### config.mk
export PLATFORM = sky130hd
export DESIGN_NAME = decode_execute_reg
export DESIGN_NICKNAME = d
export VERILOG_FILES = /design/src/rtl/decode_execute_reg.sv
export SDC_FILE = /design/constraint.sdc
export NUM_CORES = 1
export LEC_CHECK = 0
export BUFFER_PORTS_ARGS = -buffer_cell sky130_fd_sc_hd__buf_2
export CAP_MARGIN = 25
export CORE_AREA = 2 2 153 155
export CTS_CLUSTER_DIAMETER = 120
export DETAILED_ROUTE_END_ITERATION = 16
export DIE_AREA = 0 0 155 157
export GPL_TIMING_DRIVEN = 0
export PLACE_DENSITY = 0.65
export SLEW_MARGIN = 15
export SYNTH_ARGS = -nofsm -noshare
export SYNTH_HDL_FRONTEND = slang
export SYNTH_SLANG_ARGS = --single-unit
### constraint.sdc
create_clock -name clk -period 6.8 [get_ports clk]
set_input_delay 1.7 -clock clk [delete_from_list [all_inputs] [get_ports clk]]
set_output_delay 1.7 -clock clk [all_outputs]
set_load 0.005 [all_outputs]
### src/rtl/decode_execute_reg.sv
// rtl/decode_execute_reg.sv - D/E pipeline register with stall, bubble flush and bubble counter
module decode_execute_reg #(
    parameter int XLEN  = 32,
    parameter int CNT_W = 16
) (
    input  logic             clk,
    input  logic             rst,
    input  logic             StallE,
    input  logic             FlushE,
    input  logic             ClearCount,
    input  logic             ValidD,
    input  logic             RegWriteD,
    input  logic             MemWriteD,
    input  logic             JumpD,
    input  logic             BranchD,
    input  logic             ALUSrcD,
    input  logic [1:0]       ResultSrcD,
    input  logic [2:0]       ALUControlD,
    input  logic [XLEN-1:0]  RD1D,
    input  logic [XLEN-1:0]  RD2D,
    input  logic [XLEN-1:0]  ImmExtD,
    input  logic [XLEN-1:0]  PCD,
    input  logic [XLEN-1:0]  PCPlus4D,
    input  logic [4:0]       Rs1D,
    input  logic [4:0]       Rs2D,
    input  logic [4:0]       RdD,
    output logic             RegWriteE,
    output logic             MemWriteE,
    output logic             JumpE,
    output logic             BranchE,
    output logic             ALUSrcE,
    output logic [1:0]       ResultSrcE,
    output logic [2:0]       ALUControlE,
    output logic [XLEN-1:0]  RD1E,
    output logic [XLEN-1:0]  RD2E,
    output logic [XLEN-1:0]  ImmExtE,
    output logic [XLEN-1:0]  PCE,
    output logic [XLEN-1:0]  PCPlus4E,
    output logic [4:0]       Rs1E,
    output logic [4:0]       Rs2E,
    output logic [4:0]       RdE,
    output logic             ValidE,
    output logic [CNT_W-1:0] BubbleCount
);

    logic bubble;
    logic cnt_full;

    // A bubble enters E on a flush or on a normal load of an empty D slot
    assign bubble   = FlushE || (!StallE && !ValidD);
    assign cnt_full = (BubbleCount == {CNT_W{1'b1}});

    always_ff @(posedge clk or posedge rst) begin
        if (rst) begin
            RegWriteE   <= 1'b0;
            MemWriteE   <= 1'b0;
            JumpE       <= 1'b0;
            BranchE     <= 1'b0;
            ALUSrcE     <= 1'b0;
            ResultSrcE  <= '0;
            ALUControlE <= '0;
            RD1E        <= '0;
            RD2E        <= '0;
            ImmExtE     <= '0;
            PCE         <= '0;
            PCPlus4E    <= '0;
            Rs1E        <= '0;
            Rs2E        <= '0;
            RdE         <= '0;
            ValidE      <= 1'b0;
        end else if (FlushE) begin
            // Specifiers are zeroed too so a bubble never matches a forwarding compare
            RegWriteE   <= 1'b0;
            MemWriteE   <= 1'b0;
            JumpE       <= 1'b0;
            BranchE     <= 1'b0;
            ALUSrcE     <= 1'b0;
            ResultSrcE  <= '0;
            ALUControlE <= '0;
            RD1E        <= '0;
            RD2E        <= '0;
            ImmExtE     <= '0;
            PCE         <= '0;
            PCPlus4E    <= '0;
            Rs1E        <= '0;
            Rs2E        <= '0;
            RdE         <= '0;
            ValidE      <= 1'b0;
        end else if (!StallE) begin
            RegWriteE   <= RegWriteD & ValidD;
            MemWriteE   <= MemWriteD & ValidD;
            JumpE       <= JumpD & ValidD;
            BranchE     <= BranchD & ValidD;
            ALUSrcE     <= ALUSrcD;
            ResultSrcE  <= ResultSrcD;
            ALUControlE <= ALUControlD;
            RD1E        <= RD1D;
            RD2E        <= RD2D;
            ImmExtE     <= ImmExtD;
            PCE         <= PCD;
            PCPlus4E    <= PCPlus4D;
            Rs1E        <= Rs1D;
            Rs2E        <= Rs2D;
            RdE         <= RdD;
            ValidE      <= ValidD;
        end
    end

    always_ff @(posedge clk or posedge rst) begin
        if (rst) begin
            BubbleCount <= '0;
        end else if (ClearCount) begin
            BubbleCount <= '0;
        end else if (bubble && !cnt_full) begin
            BubbleCount <= BubbleCount + 1'b1;
        end
    end

endmodule

## Word level (Yosys, flattened, before mapping)

Index checks and enable logic that the tools add are counted.

| storage, ports and cells | value |
|---|---|
| bits in registers | 202 |
| input bits | 191 |
| word-level logic and storage cells | 65 |

| operators by class | value |
|---|---|
| add/subtract/negate cells | 1 |
| equality and inequality tests | 2 |
| mux-type cells | 34 |
| bitwise operators | 4 |
| reduce and logical (&&, ||, !) cells | 7 |

Operator list:

| kind | number |
|---|---|
| $mux 32 | 10 |
| $mux 16 | 2 |
| $mux 5 | 6 |
| $add 16x1->16 const B | 1 |
| $eq 16x16->1 const B | 1 |
| $mux 1 | 12 |
| $mux 3 | 2 |
| $and 1x1->1 | 4 |
| $mux 2 | 2 |
| $logic_not 1->1 | 3 |
| $logic_and 1x1->1 | 2 |
| $ne 2x1->1 const B | 1 |
| $reduce_bool 2->1 | 1 |
| $logic_or 1x1->1 | 1 |

## Logic depth before layout (Yosys ltp)

| depth | value |
|---|---|
| depth in word-level cells | 6 |
| depth in mapped cells | 5 |
| gate-level depth less buffers | 5 |

## Worst setup path before layout

OpenSTA, ideal clock, no wires.

| path | value |
|---|---|
| path kind | input to register |
| from | input StallE |
| to | register BubbleCount[11] |
| setup time | 78 ps |
| arrival | 2,850 ps |
| slack | 3,872 ps |
| cell stages on the path | 5 |
| cell sequence | buf_2 o21bai_4 nand4_4 or4_1 a21oi_1 |

| between the ends | value |
|---|---|
| longest elaborated chain between the ends | 5 |

RTL lines:

| item | RTL line | RTL |
|---|---|---|
| from (decl) | 8 | `input logic StallE,` |
| $logic_not 1->1 | n/a |  |
| $logic_and 1x1->1 | 50 | `assign bubble = FlushE \|\| (!StallE && !ValidD);` |
| $logic_or 1x1->1 | 50 |  |
| $logic_and 1x1->1 | 114 | `end else if (bubble && !cnt_full) begin` |
| $reduce_bool 2->1 (no line) | n/a |  |
| to (signal assigned) | 115 | `BubbleCount <= BubbleCount + 1'b1;` |
| to (decl) | 43 | `output logic [CNT_W-1:0] BubbleCount` |

No other way between the ends.
A chain may end at the register's enable or synchronous reset.

## Worst setup path in the final report

| path | value |
|---|---|
| from | input StallE |
| to | register RD1E[20] |

| between the ends | value |
|---|---|
| longest elaborated chain between the ends | 1 |

RTL lines:

| item | RTL line | RTL |
|---|---|---|
| $ne 2x1->1 (no line) | n/a |  |
| to (signal assigned) | 62 | `RD1E <= '0;` |
| to (signal assigned) | 80 | `RD1E <= '0;` |
| to (signal assigned) | 97 | `RD1E <= RD1D;` |
| to (decl) | 34 | `output logic [XLEN-1:0] RD1E,` |

No other way between the ends.

==> impl_results.md <==
- Num CTS Buffers: 23
- Die area: about 24,000 um^2
- Leakage: about 0.0065 uW
- Std cell rows: 55
- DP Worst Slack: between 3 and 4 ns
- Post-synthesis sequential area ratio: around 61%
- Syn Inst Count: 697
- Commonest non-fill, non-tap cell in the layout: buf_2
- Pins Over Slew Limit: 0
- Reg2reg end: BubbleCount[0]$_DFFE_PP0P_
- Worst setup startpoint: StallE
- Fmax: around 350 MHz
- Slew @ Worst Pin: between 0.7 and 0.8 ns
- Fin nets: approximately 1,300
- Via count: ~6,800
- Chip Height: 157 um
- Final setup TNS: 0 ns
- Max cap viols: 0
- Critical path arrival: 3.22 ns
- Relative slew margins: between 50% and 60%
- DRT antenna net count: 0
- IO buf count: ~390
- Initial antenna violation count: 2
- Synth-to-layout area growth: 37.9%
- Routability cong.: about 0.76
- DRC viols: 0
- Period utilisation layout: a little over two fifths
- Hold depth: 2
- Worst reg2reg setup slack: between 4 and 5 ns
- TritonCTS Sinks: 202
- Setup crit end: RD1E[20]$_DFFE_PP0P_
- Status: finished clean
- Crit path kind: input port to register
- Routed len/inst: about 17 um
- CTS tree: built
- Critical Path Stages: 5
- Post-synth cell types: 35
- PwrDens: 248 nW/um^2
- Final setup fails: 0
- Core Footprint: between 20,000 and 25,000 um^2
- Crit. End Element: register
- Fillers: ~2,100
- Hold Startpoint: RD1E[18]$_DFFE_PP0P_
- # hold bufs at CTS: 0
- Cts repair resizes: 0
- CTS max path bufs: 3
- CP Launch Type: input port
- Clk Latency, worst-skew pair: 0.50 ns
- Post-synth net total: between 800 and 900
- Share of cells above drive strength 1: 40.4%
- Delay-heaviest family, CP: buffers and inverters
- Initial Util: a little under two fifths
- Slowest cell on crit path: clkbuf_1
- DP Cell Count: 1,377
- CP peak stage delay: 0.50 ns
- WP data required: about 7.2 ns
- Num ports: roughly 390
- Register bit total from synthesis: 202
- Clock transition at the registers of the reported paths: about 0.06 ns
- Final Hold Vio Count: 0
- First-pass GRT wire length: 37.4 mm
- R2R depth: 5
- Synth warn: 0
- Crit-path cells: buf_2 > clkbuf_1 > buf_2 > mux2i_1 > nor2_1
- Most used cell, CP: buf_2
- Maximum VDD drop: roughly 0.14 mV
- Most frequent cells in the layout: buf_2, dfrtp_1, nor2_1, mux2i_1, clkbuf_1
- Total track usage: roughly 20%
- RSZ-0062 raised after global routing: false
- Worst r2r src: BubbleCount[0]$_DFFE_PP0P_
- Htree depth: 1
- Initial detailed-routing violation count: 246
- Post-CTS Setup Bufs: 0
- Fin crit period: roughly 2.9 ns
- Clk root buf: clkbuf_16
- WL final: approximately 25 mm
- Aggregate global routing overflow: 0
- Clock Skew: 0.00431 ns
- Vias in the first global route: 6,927
- Largest net degree at the start of global routing: 35
- DR vias/cell: about 4.8
- Final worst slack: 3.93 ns
- Post-Layout Cell Count: 1,418
- Post-DP HPWL: ~18 mm
- Post-Syn Area per Cell: around 12 um^2
- CP max FO: 10
- DR pass1 iterations: 4
- Mapped cell area: approximately 8300 um^2
- CP Buf/Inv Count: 3
- Die X: around 160 um
- Worst hold path type: register to register
==> sequential cells by signal, indices dropped and copies added, names as in the netlist, 2 cells and up <==
name         count
BubbleCount     16
Rs2E             5
PCPlus4E        32
RD2E            32
PCE             32
Rs1E             5
RD1E            32
ImmExtE         32
ALUControlE      3
RdE              5
ResultSrcE       2
==> where the power goes <==
| part | leakage, uW | internal (uW) | switching [uW] |
|---|---|---|---|
| Combinational | 0.00348 | 159 | 175 |
| Clock | 0.000364 | 729 | 488 |
| Sequential | 0.00269 | 1270 | 33.9 |
==> metrics by stage <==
step           cell area [um^2]  power [uW]  hold WS (ns)  utilization [%]
3_5_place_dp              10800        1660         0.507             47.8
5_1_grt                   11500        2980         0.539             51.1
4_1_cts                   11500        2890         0.520             51.1
6_report                  11500        2850         0.510             51.1
2_1_floorplan              8340        1480         0.511                -
3_3_place_gp              10600        1650         0.498             47.3
==> metal layers <==
| metal | vias to the layer above | GRT usage, % | part of all wire, % |
|---|---|---|---|
| met5 | - | 0 | 0.065 |
| met4 | 2 | 6.31 | 2.7 |
| met3 | 43 | 6.39 | 9.4 |
| met2 | 295 | 34.2 | 49 |
| met1 | 3189 | 22.7 | 39 |
| li1 | 3227 | - | - |
==> how the worst min path moves through the flow <==
stage                           end  slack, ns
2_1_floorplan    ValidE$_DFFE_PP0P_       0.51
4_1_cts         RD1E[7]$_DFFE_PP0P_       0.52
3_5_place_dp    PCE[16]$_DFFE_PP0P_       0.51
6_report       RD1E[18]$_DFFE_PP0P_       0.51
5_1_grt        RD1E[14]$_DFFE_PP0P_       0.54
3_3_place_gp     ValidE$_DFFE_PP0P_       0.50
==> cell type report <==
type                       instances  area, um^2  area share, %
clock buffer                      32         639           5.56
inverter                           3        15.0          0.131
clock inverter                     8        90.1          0.784
tap                              285         357           3.10
multi-input combinational        448        3080           26.8
timing repair buffer             395        2070           18.0
buffer                            44         191           1.67
antenna                            1        2.50         0.0218
sequential                       202        5050           44.0
==> synthesized netlist by cell type, drive strengths merged <==
cell type / count / area (um^2)
nor2: 191 / 719
clkbuf: 21 / 78.8
o31ai: 8 / 60.1
and2: 1 / 6.26
and4: 2 / 17.5
nand2: 4 / 15.0
nor4b: 1 / 8.76
and3: 2 / 12.5
nor3b: 1 / 7.51
a41oi: 1 / 8.76
a211oi: 3 / 22.5
mux2i: 182 / 1820
nor2b: 2 / 12.5
ha: 1 / 12.5
o21bai: 2 / 26.3
buf: 23 / 113
a22oi: 4 / 30.0
or3: 3 / 18.8
mux2: 1 / 11.3
dfrtp: 202 / 5050
or4: 8 / 60.1
nand2b: 2 / 12.5
a21oi: 12 / 60.1
o21ai: 3 / 15.0
nor4: 1 / 21.3
nand3: 7 / 35.0
nand4: 5 / 52.6
inv: 3 / 11.3
nor3: 1 / 10.0
==> cells by family (layout without fill, tap and decap cells) <==
group / after synthesis / count (layout) / share of synthesized area [%]
other cells: 0 / 1 / 0
simple gates: 231 / 231 / 12.1
flops: 202 / 202 / 60.6
buf+inv: 47 / 482 / 2.43
mux: 183 / 183 / 22.0
fa+ha+maj: 1 / 1 / 0.150
compound gates: 33 / 33 / 2.67
==> worst reg2reg max path, stage by stage, from the launching register on <==
cell	delay [ns]
dfrtp_1	0.40
ha_1	0.23
nand4_1	0.20
nor4_4	0.55
nor2_2	0.12
mux2_1	0.33
Power figures use the tool's default switching activity.
